## src/rtl/prco_decode_stage_if.sv

```systemverilog
// Handshake and decoded-field bundle for prco_decode_stage.
// slave = decoder side, master = fetch/execute side.
interface prco_decode_stage_if #(
  parameter int INSTR_W = 16,
  parameter int OP_W    = 5,
  parameter int SEL_W   = 3,
  parameter int IMM_W   = 8,
  parameter int SIMM_W  = 5
);
  logic                     i_valid;
  logic [INSTR_W-1:0]       i_instr;
  logic                     o_ready;
  logic                     q_valid;
  logic                     i_ready;
  logic                     i_flush;
  logic [OP_W-1:0]          q_op;
  logic [SEL_W-1:0]         q_seld;
  logic [SEL_W-1:0]         q_sela;
  logic [SEL_W-1:0]         q_selb;
  logic                     q_third_sel;
  logic [IMM_W-1:0]         q_imm;
  logic signed [SIMM_W-1:0] q_simm;
  logic                     q_reg_we;
  logic                     q_req_alu;
  logic                     q_req_ram;
  logic                     q_req_ram_we;
  logic                     i_wb_valid;
  logic [SEL_W-1:0]         i_wb_sel;
  logic                     q_illegal;
  logic [7:0]               q_illegal_cnt;
  logic [2**SEL_W-1:0]      q_busy;

  modport slave (
    input  i_valid, i_instr, i_ready, i_flush, i_wb_valid, i_wb_sel,
    output o_ready, q_valid, q_op, q_seld, q_sela, q_selb, q_third_sel,
           q_imm, q_simm, q_reg_we, q_req_alu, q_req_ram, q_req_ram_we,
           q_illegal, q_illegal_cnt, q_busy
  );

  modport master (
    output i_valid, i_instr, i_ready, i_flush, i_wb_valid, i_wb_sel,
    input  o_ready, q_valid, q_op, q_seld, q_sela, q_selb, q_third_sel,
           q_imm, q_simm, q_reg_we, q_req_alu, q_req_ram, q_req_ram_we,
           q_illegal, q_illegal_cnt, q_busy
  );
endinterface

```

## src/rtl/prco_decode_stage.sv

```systemverilog
// PRCO decode stage: field/control decode into a head+skid buffer.
// Optional register scoreboard enabled by defining PRCO_DEC_SCOREBOARD_EN.
`ifndef PRCO_OP_NOP
`define PRCO_OP_NOP  0
`define PRCO_OP_MOVI 1
`define PRCO_OP_MOV  2
`define PRCO_OP_ADD  3
`define PRCO_OP_ADDI 4
`define PRCO_OP_LW   5
`define PRCO_OP_SW   6
`define PRCO_OP_CMP  7
`define PRCO_OP_JMP  8
`define PRCO_OP_OR   9
`define PRCO_OP_XOR  10
`define PRCO_OP_AND  11
`endif
`ifndef REG_SR
`define REG_SR 7
`endif

module prco_decode_stage #(
  parameter int INSTR_W = 16,
  parameter int OP_W    = 5,
  parameter int SEL_W   = 3,
  parameter int IMM_W   = 8,
  parameter int SIMM_W  = 5
) (
  input  logic                i_clk,
  input  logic                i_reset,
  prco_decode_stage_if.slave  bus
);
  localparam int NREG = 2**SEL_W;

  localparam logic [OP_W-1:0] OP_NOP  = OP_W'(`PRCO_OP_NOP);
  localparam logic [OP_W-1:0] OP_MOVI = OP_W'(`PRCO_OP_MOVI);
  localparam logic [OP_W-1:0] OP_MOV  = OP_W'(`PRCO_OP_MOV);
  localparam logic [OP_W-1:0] OP_ADD  = OP_W'(`PRCO_OP_ADD);
  localparam logic [OP_W-1:0] OP_ADDI = OP_W'(`PRCO_OP_ADDI);
  localparam logic [OP_W-1:0] OP_LW   = OP_W'(`PRCO_OP_LW);
  localparam logic [OP_W-1:0] OP_SW   = OP_W'(`PRCO_OP_SW);
  localparam logic [OP_W-1:0] OP_CMP  = OP_W'(`PRCO_OP_CMP);
  localparam logic [OP_W-1:0] OP_JMP  = OP_W'(`PRCO_OP_JMP);
  localparam logic [OP_W-1:0] OP_OR   = OP_W'(`PRCO_OP_OR);
  localparam logic [OP_W-1:0] OP_XOR  = OP_W'(`PRCO_OP_XOR);
  localparam logic [OP_W-1:0] OP_AND  = OP_W'(`PRCO_OP_AND);
  localparam logic [SEL_W-1:0] SR_SEL = SEL_W'(`REG_SR);

  typedef struct packed {
    logic [OP_W-1:0]   op;
    logic [SEL_W-1:0]  seld;
    logic [SEL_W-1:0]  sela;
    logic [SEL_W-1:0]  selb;
    logic              third_sel;
    logic [IMM_W-1:0]  imm;
    logic [SIMM_W-1:0] simm;
    logic              reg_we;
    logic              req_alu;
    logic              req_ram;
    logic              req_ram_we;
  } entry_t;

  entry_t     dec;
  entry_t     head_reg;
  entry_t     skid_reg;
  logic       head_valid_reg;
  logic       skid_valid_reg;
  logic       illegal_reg;
  logic [7:0] illegal_cnt_reg;
  logic       known;
  logic       is_nop;
  logic       accept;
  logic       push;
  logic       illegal_in;
  logic       hazard;
  logic       q_valid;
  logic       xfer;

  always_comb begin
    dec            = '0;
    known          = 1'b1;
    is_nop         = 1'b0;
    dec.op         = bus.i_instr[INSTR_W-1 -: OP_W];
    dec.seld       = bus.i_instr[INSTR_W-OP_W-1 -: SEL_W];
    dec.sela       = bus.i_instr[INSTR_W-OP_W-SEL_W-1 -: SEL_W];
    dec.selb       = bus.i_instr[INSTR_W-OP_W-2*SEL_W-1 -: SEL_W];
    dec.imm        = bus.i_instr[IMM_W-1:0];
    dec.simm       = bus.i_instr[SIMM_W-1:0];
    case (dec.op)
      OP_NOP:                               is_nop = 1'b1;
      OP_MOVI, OP_MOV:                      dec.reg_we = 1'b1;
      OP_ADD, OP_ADDI, OP_OR, OP_XOR, OP_AND: begin
        dec.reg_we  = 1'b1;
        dec.req_alu = 1'b1;
      end
      OP_CMP: begin
        dec.reg_we    = 1'b1;
        dec.req_alu   = 1'b1;
        dec.third_sel = 1'b1;
      end
      OP_JMP: begin
        dec.reg_we = 1'b1;
        dec.sela   = SR_SEL;
      end
      OP_LW: begin
        dec.reg_we  = 1'b1;
        dec.req_ram = 1'b1;
      end
      OP_SW: begin
        dec.req_ram    = 1'b1;
        dec.req_ram_we = 1'b1;
      end
      default:                              known = 1'b0;
    endcase
  end

  // NOPs and unknown opcodes are consumed by the handshake but never enter the buffer.
  assign accept     = bus.i_valid && !skid_valid_reg && !bus.i_flush;
  assign push       = accept && known && !is_nop;
  assign illegal_in = accept && !known;
  assign q_valid    = head_valid_reg && !hazard;
  assign xfer       = q_valid && bus.i_ready;

  always_ff @(posedge i_clk) begin
    if (!i_reset) begin
      head_valid_reg  <= 1'b0;
      skid_valid_reg  <= 1'b0;
      head_reg        <= '0;
      skid_reg        <= '0;
      illegal_reg     <= 1'b0;
      illegal_cnt_reg <= '0;
    end else begin
      illegal_reg <= illegal_in;
      if (illegal_in && illegal_cnt_reg != 8'hFF)
        illegal_cnt_reg <= illegal_cnt_reg + 8'd1;
      if (bus.i_flush) begin
        head_valid_reg <= 1'b0;
        skid_valid_reg <= 1'b0;
      end else if (!head_valid_reg || xfer) begin
        if (skid_valid_reg) begin
          head_reg       <= skid_reg;
          head_valid_reg <= 1'b1;
          skid_valid_reg <= push;
          if (push)
            skid_reg <= dec;
        end else begin
          head_valid_reg <= push;
          if (push)
            head_reg <= dec;
        end
      end else if (push) begin
        skid_reg       <= dec;
        skid_valid_reg <= 1'b1;
      end
    end
  end

`ifdef PRCO_DEC_SCOREBOARD_EN
  logic [NREG-1:0] busy_reg;
  logic [NREG-1:0] wb_clr;
  logic [NREG-1:0] set_mask;
  logic [NREG-1:0] busy_eff;

  genvar gi;
  generate
    for (gi = 0; gi < NREG; gi++) begin : g_busy
      assign wb_clr[gi]   = bus.i_wb_valid && (bus.i_wb_sel == SEL_W'(gi));
      assign set_mask[gi] = xfer && head_reg.reg_we && (head_reg.seld == SEL_W'(gi));
    end
  endgenerate

  // Retire bypasses into this cycle's hazard check so a waiting consumer issues immediately.
  assign busy_eff = busy_reg & ~wb_clr;
  assign hazard   = busy_eff[head_reg.sela]
                 || (head_reg.third_sel && busy_eff[head_reg.selb])
                 || ((head_reg.reg_we || head_reg.req_ram_we) && busy_eff[head_reg.seld]);

  always_ff @(posedge i_clk) begin
    if (!i_reset)
      busy_reg <= '0;
    else
      busy_reg <= (busy_reg & ~wb_clr) | set_mask;
  end

  assign bus.q_busy = busy_reg;
`else
  logic unused_wb;
  assign unused_wb  = ^{bus.i_wb_valid, bus.i_wb_sel};
  assign hazard     = 1'b0;
  assign bus.q_busy = '0;
`endif

  assign bus.o_ready       = !skid_valid_reg;
  assign bus.q_valid       = q_valid;
  assign bus.q_op          = head_reg.op;
  assign bus.q_seld        = head_reg.seld;
  assign bus.q_sela        = head_reg.sela;
  assign bus.q_selb        = head_reg.selb;
  assign bus.q_third_sel   = head_reg.third_sel;
  assign bus.q_imm         = head_reg.imm;
  assign bus.q_simm        = head_reg.simm;
  assign bus.q_reg_we      = head_reg.reg_we;
  assign bus.q_req_alu     = head_reg.req_alu;
  assign bus.q_req_ram     = head_reg.req_ram;
  assign bus.q_req_ram_we  = head_reg.req_ram_we;
  assign bus.q_illegal     = illegal_reg;
  assign bus.q_illegal_cnt = illegal_cnt_reg;
endmodule

```

## src/flat_wrapper.sv

```systemverilog
// flat-port wrapper written by rule: the top's interface ports become plain ports
module prco_decode_stage_flat 
#(
  parameter int INSTR_W = 16,
  parameter int OP_W    = 5,
  parameter int SEL_W   = 3,
  parameter int IMM_W   = 8,
  parameter int SIMM_W  = 5
)
  (i_clk, i_reset, bus_i_valid, bus_i_instr, bus_i_ready, bus_i_flush, bus_i_wb_valid, bus_i_wb_sel, bus_o_ready, bus_q_valid, bus_q_op, bus_q_seld, bus_q_sela, bus_q_selb, bus_q_third_sel, bus_q_imm, bus_q_simm, bus_q_reg_we, bus_q_req_alu, bus_q_req_ram, bus_q_req_ram_we, bus_q_illegal, bus_q_illegal_cnt, bus_q_busy);
  prco_decode_stage_if #(.INSTR_W(INSTR_W), .OP_W(OP_W), .SEL_W(SEL_W), .IMM_W(IMM_W), .SIMM_W(SIMM_W)) bus_i ();
  input  logic i_clk;
  input  logic i_reset;
  input wire logic [$bits(bus_i.i_valid)-1:0] bus_i_valid;
  input wire logic [$bits(bus_i.i_instr)-1:0] bus_i_instr;
  input wire logic [$bits(bus_i.i_ready)-1:0] bus_i_ready;
  input wire logic [$bits(bus_i.i_flush)-1:0] bus_i_flush;
  input wire logic [$bits(bus_i.i_wb_valid)-1:0] bus_i_wb_valid;
  input wire logic [$bits(bus_i.i_wb_sel)-1:0] bus_i_wb_sel;
  output wire logic [$bits(bus_i.o_ready)-1:0] bus_o_ready;
  output wire logic [$bits(bus_i.q_valid)-1:0] bus_q_valid;
  output wire logic [$bits(bus_i.q_op)-1:0] bus_q_op;
  output wire logic [$bits(bus_i.q_seld)-1:0] bus_q_seld;
  output wire logic [$bits(bus_i.q_sela)-1:0] bus_q_sela;
  output wire logic [$bits(bus_i.q_selb)-1:0] bus_q_selb;
  output wire logic [$bits(bus_i.q_third_sel)-1:0] bus_q_third_sel;
  output wire logic [$bits(bus_i.q_imm)-1:0] bus_q_imm;
  output wire logic [$bits(bus_i.q_simm)-1:0] bus_q_simm;
  output wire logic [$bits(bus_i.q_reg_we)-1:0] bus_q_reg_we;
  output wire logic [$bits(bus_i.q_req_alu)-1:0] bus_q_req_alu;
  output wire logic [$bits(bus_i.q_req_ram)-1:0] bus_q_req_ram;
  output wire logic [$bits(bus_i.q_req_ram_we)-1:0] bus_q_req_ram_we;
  output wire logic [$bits(bus_i.q_illegal)-1:0] bus_q_illegal;
  output wire logic [$bits(bus_i.q_illegal_cnt)-1:0] bus_q_illegal_cnt;
  output wire logic [$bits(bus_i.q_busy)-1:0] bus_q_busy;
  assign bus_i.i_valid = bus_i_valid;
  assign bus_i.i_instr = bus_i_instr;
  assign bus_i.i_ready = bus_i_ready;
  assign bus_i.i_flush = bus_i_flush;
  assign bus_i.i_wb_valid = bus_i_wb_valid;
  assign bus_i.i_wb_sel = bus_i_wb_sel;
  assign bus_o_ready = bus_i.o_ready;
  assign bus_q_valid = bus_i.q_valid;
  assign bus_q_op = bus_i.q_op;
  assign bus_q_seld = bus_i.q_seld;
  assign bus_q_sela = bus_i.q_sela;
  assign bus_q_selb = bus_i.q_selb;
  assign bus_q_third_sel = bus_i.q_third_sel;
  assign bus_q_imm = bus_i.q_imm;
  assign bus_q_simm = bus_i.q_simm;
  assign bus_q_reg_we = bus_i.q_reg_we;
  assign bus_q_req_alu = bus_i.q_req_alu;
  assign bus_q_req_ram = bus_i.q_req_ram;
  assign bus_q_req_ram_we = bus_i.q_req_ram_we;
  assign bus_q_illegal = bus_i.q_illegal;
  assign bus_q_illegal_cnt = bus_i.q_illegal_cnt;
  assign bus_q_busy = bus_i.q_busy;
  prco_decode_stage #(.INSTR_W(INSTR_W), .OP_W(OP_W), .SEL_W(SEL_W), .IMM_W(IMM_W), .SIMM_W(SIMM_W)) u_core (.i_clk(i_clk), .i_reset(i_reset), .bus(bus_i));
endmodule
```

## config.mk

```make
export PLATFORM = sky130hd
export DESIGN_NAME = prco_decode_stage_flat
export DESIGN_NICKNAME = d
export VERILOG_FILES = /design/src/rtl/prco_decode_stage_if.sv /design/src/rtl/prco_decode_stage.sv /design/src/flat_wrapper.sv
export SDC_FILE = /design/constraint.sdc
export NUM_CORES = 1
export LEC_CHECK = 0
export CORE_AREA = 2 2 80 82
export DETAILED_ROUTE_END_ITERATION = 6
export DIE_AREA = 0 0 82 84
export DONT_BUFFER_PORTS = 1
export PLACE_DENSITY = 0.67
export SYNTH_ARGS = -nofsm -noshare
export SYNTH_HDL_FRONTEND = slang
export SYNTH_SLANG_ARGS = --single-unit
```

## constraint.sdc

```tcl
create_clock -name i_clk -period 3.7 [get_ports i_clk]
set_input_delay 0.925 -clock i_clk [delete_from_list [all_inputs] [get_ports i_clk]]
set_output_delay 0.925 -clock i_clk [all_outputs]
set_load 0.02 [all_outputs]
```

==> results.sh <==
export IMPL_grt_max_degree=32
export IMPL_layout_common_cells="dfxtp_1, nor2_1, a21oi_1"
export IMPL_critPathLaunchType="input pin"
export IMPL_die_width_um=82
export IMPL_grt_pass1_vias=2132
export IMPL_synth_warnings=0
export IMPL_start_util=0.474
export IMPL_nNetsFinal=324
export IMPL_largest_reg_flops=24
export IMPL_first_pass_iters=4
export IMPL_fin_worst_skew_ns=0.00650
export IMPL_instances_no_fill=380
export IMPL_route_detailed_drc=0
export IMPL_design_core_area_um2=6100
export IMPL_clkTransAtPathRegs_ns=0.06
export IMPL_crit_path_end_kind="flip-flop"
export IMPL_cp_slowest_cell="and4_1"
export IMPL_post_route_cells_drive_above_1_share=0.112
export IMPL_vias=2170
export IMPL_status="completed"
export IMPL_place_congestion=0.760
export IMPL_cp_cell_sequence="and2b_2, nor2_1, buf_4, and4_1, a211oi_1"
export IMPL_dp_cells=364
export IMPL_syn_cell_area_um2=2890
export IMPL_required_ns=3.88
export IMPL_clkSinkCount=59
export IMPL_final_common_cell="dfxtp_1"
export IMPL_final_hold_violation_count=0
export IMPL_area_growth_pct=-1.43
export IMPL_min_period_ns=2.29
export IMPL_avgSynthCellArea_um2=9.14
export IMPL_overflow=0
export IMPL_wl_per_cell_um=16.2
export IMPL_ir_drop_mv=0.233
export IMPL_post_route_period_util=0.618
export IMPL_vias_per_cell=5.71
export IMPL_cts_buffer_depth=2
export IMPL_maxSlewHeadroom=0.336
export IMPL_area_sequential_um2=1180
export IMPL_portBuffers=0
export IMPL_crit_arrival_ns=2.47
export IMPL_root_buffer="clkbuf_8"
export IMPL_drv_slew=0
export IMPL_fp_row_count=29
export IMPL_leakage_nw=1.02
export IMPL_grt_use_total=0.191
export IMPL_postLayoutSetupSlackWorst_ns=1.41
export IMPL_grt_pass1_wl_mm=10.1
export IMPL_min_path_type="flip-flop to flip-flop"
export IMPL_tightest_slew_ns=0.982
export IMPL_path_max_fanout=23
export IMPL_ys_seq_area_frac=0.409
export IMPL_multi_input_area_um2=1330
export IMPL_tritoncts="yes"
export IMPL_routed_wl_mm=6.17
export IMPL_antenna_left=0
export IMPL_pre_cts_slack_ns=1.03
export IMPL_clock_latency_ns=0.33
export IMPL_ys_flop_type="dfxtp_1"
export IMPL_synthDistinctLibCells=52
export IMPL_synth_cells=316
export IMPL_antenna_found_initial=0
export IMPL_cts_buffers_inserted=9
export IMPL_cp_slowest_stage_delay_ns=0.77
export IMPL_holdBufCountCts=0
export IMPL_io_pins=76
export IMPL_async_flop_share=0
export IMPL_dpl_hpwl_mm=4.00
export IMPL_cts_resized=0
export IMPL_power_density_nw_per_um2=436
export IMPL_clock_fmax_mhz=437
export IMPL_power_total_mw=1.24
export IMPL_die_area_um2=6890
export IMPL_rsz0062_at_grt="false"
export IMPL_synth_edff_count=0
export IMPL_die_h_um=84
export IMPL_fillers=599
export IMPL_crit_type="input pin to flip-flop"
export IMPL_insertedDiodeCount=0
export IMPL_cts_setup_buffers=0
export IMPL_tns_ns=0
export IMPL_htree_levels=3
export IMPL_ys_ff_latch=59
export IMPL_fin_hold_ws_ns=0.457
export IMPL_drt_iter0_drc=116
export IMPL_setup_viol=0
export IMPL_maxCapViolCount=0
power by group:
part | total [mW] | leakage (nW) | internal [mW] | switching [mW]
logic | 0.0814 | 0.462 | 0.0289 | 0.0525
registers | 0.680 | 0.478 | 0.648 | 0.0313
clock network | 0.482 | 0.0812 | 0.240 | 0.241
total | 1.24 | 1.02 | 0.918 | 0.325
per-layer routing:
metal  global-route usage  share of wire
met1                0.232           0.42
met2                0.295           0.48
met3               0.0801          0.085
met4               0.0773          0.018
met5                    0              0
logic make-up (layout without fill, tap and decap cells):
family | count (synthesis) | in the layout | share of synthesized area
AO/OA/AOI/OAI | 88 | 88 | 0.210
XOR/XNOR | 3 | 3 | 0.00910
adder cells (fa/ha/maj) | 1 | 1 | 0.00433
buffers and inverters | 57 | 37 | 0.141
flip-flops | 59 | 59 | 0.409
multiplexers | 23 | 23 | 0.0797
other | 1 | 8 | 0.00130
AND/OR/NAND/NOR | 84 | 84 | 0.146
cell type report:
type / count / area share
Multi-Input combinational cell: 207 / 0.466
Sequential cell: 59 / 0.415
Clock buffer: 13 / 0.0488
Tap cell: 77 / 0.0338
Inverter: 18 / 0.0237
Timing Repair Buffer: 3 / 0.00791
Clock inverter: 3 / 0.00527
final timing paths:
path,endpoint,start,slack [ns],cells past startpoint
setup / recovery,u_core.bus.q_op[3],bus_i_ready,1.41,5
hold / removal,u_core.skid_reg[31],u_core.skid_reg[31],0.46,2
hold reg to reg,u_core.skid_reg[31],u_core.skid_reg[31],0.46,2
setup reg to reg,u_core.bus.q_imm[4],u_core.skid_valid_reg,1.59,4
per-stage QoR:
stage / utilization / area, um^2
after floorplan: - / 2920
after global placement: 0.442 / 2690
after detailed placement: 0.442 / 2690
after CTS: 0.467 / 2850
after global routing: 0.467 / 2850
final: 0.467 / 2850
critical path, delay by kind of cell:
family	cells	cell delay, ns
simple gates	3	1.09
buf+inv	1	0.28
compound gates	1	0.17
cells in the mapped netlist, types with 3 or more instances:
master | instances | area (um^2)
a311oi_1 | 3 | 26.3
clkbuf_8 | 5 | 68.8
nor2_1 | 36 | 135
clkbuf_1 | 5 | 18.8
nand2_1 | 19 | 71.3
nor3_1 | 4 | 20.0
dfxtp_1 | 59 | 1180
a211oi_1 | 11 | 82.6
mux2i_1 | 23 | 230
o221ai_1 | 3 | 26.3
or3_1 | 3 | 18.8
buf_6 | 7 | 78.8
inv_1 | 17 | 63.8
a21oi_1 | 29 | 145
a211oi_2 | 10 | 125
o21ai_0 | 19 | 95.1
buf_4 | 16 | 120
nand3_1 | 3 | 15.0
(Power assumes the default switching activity.)
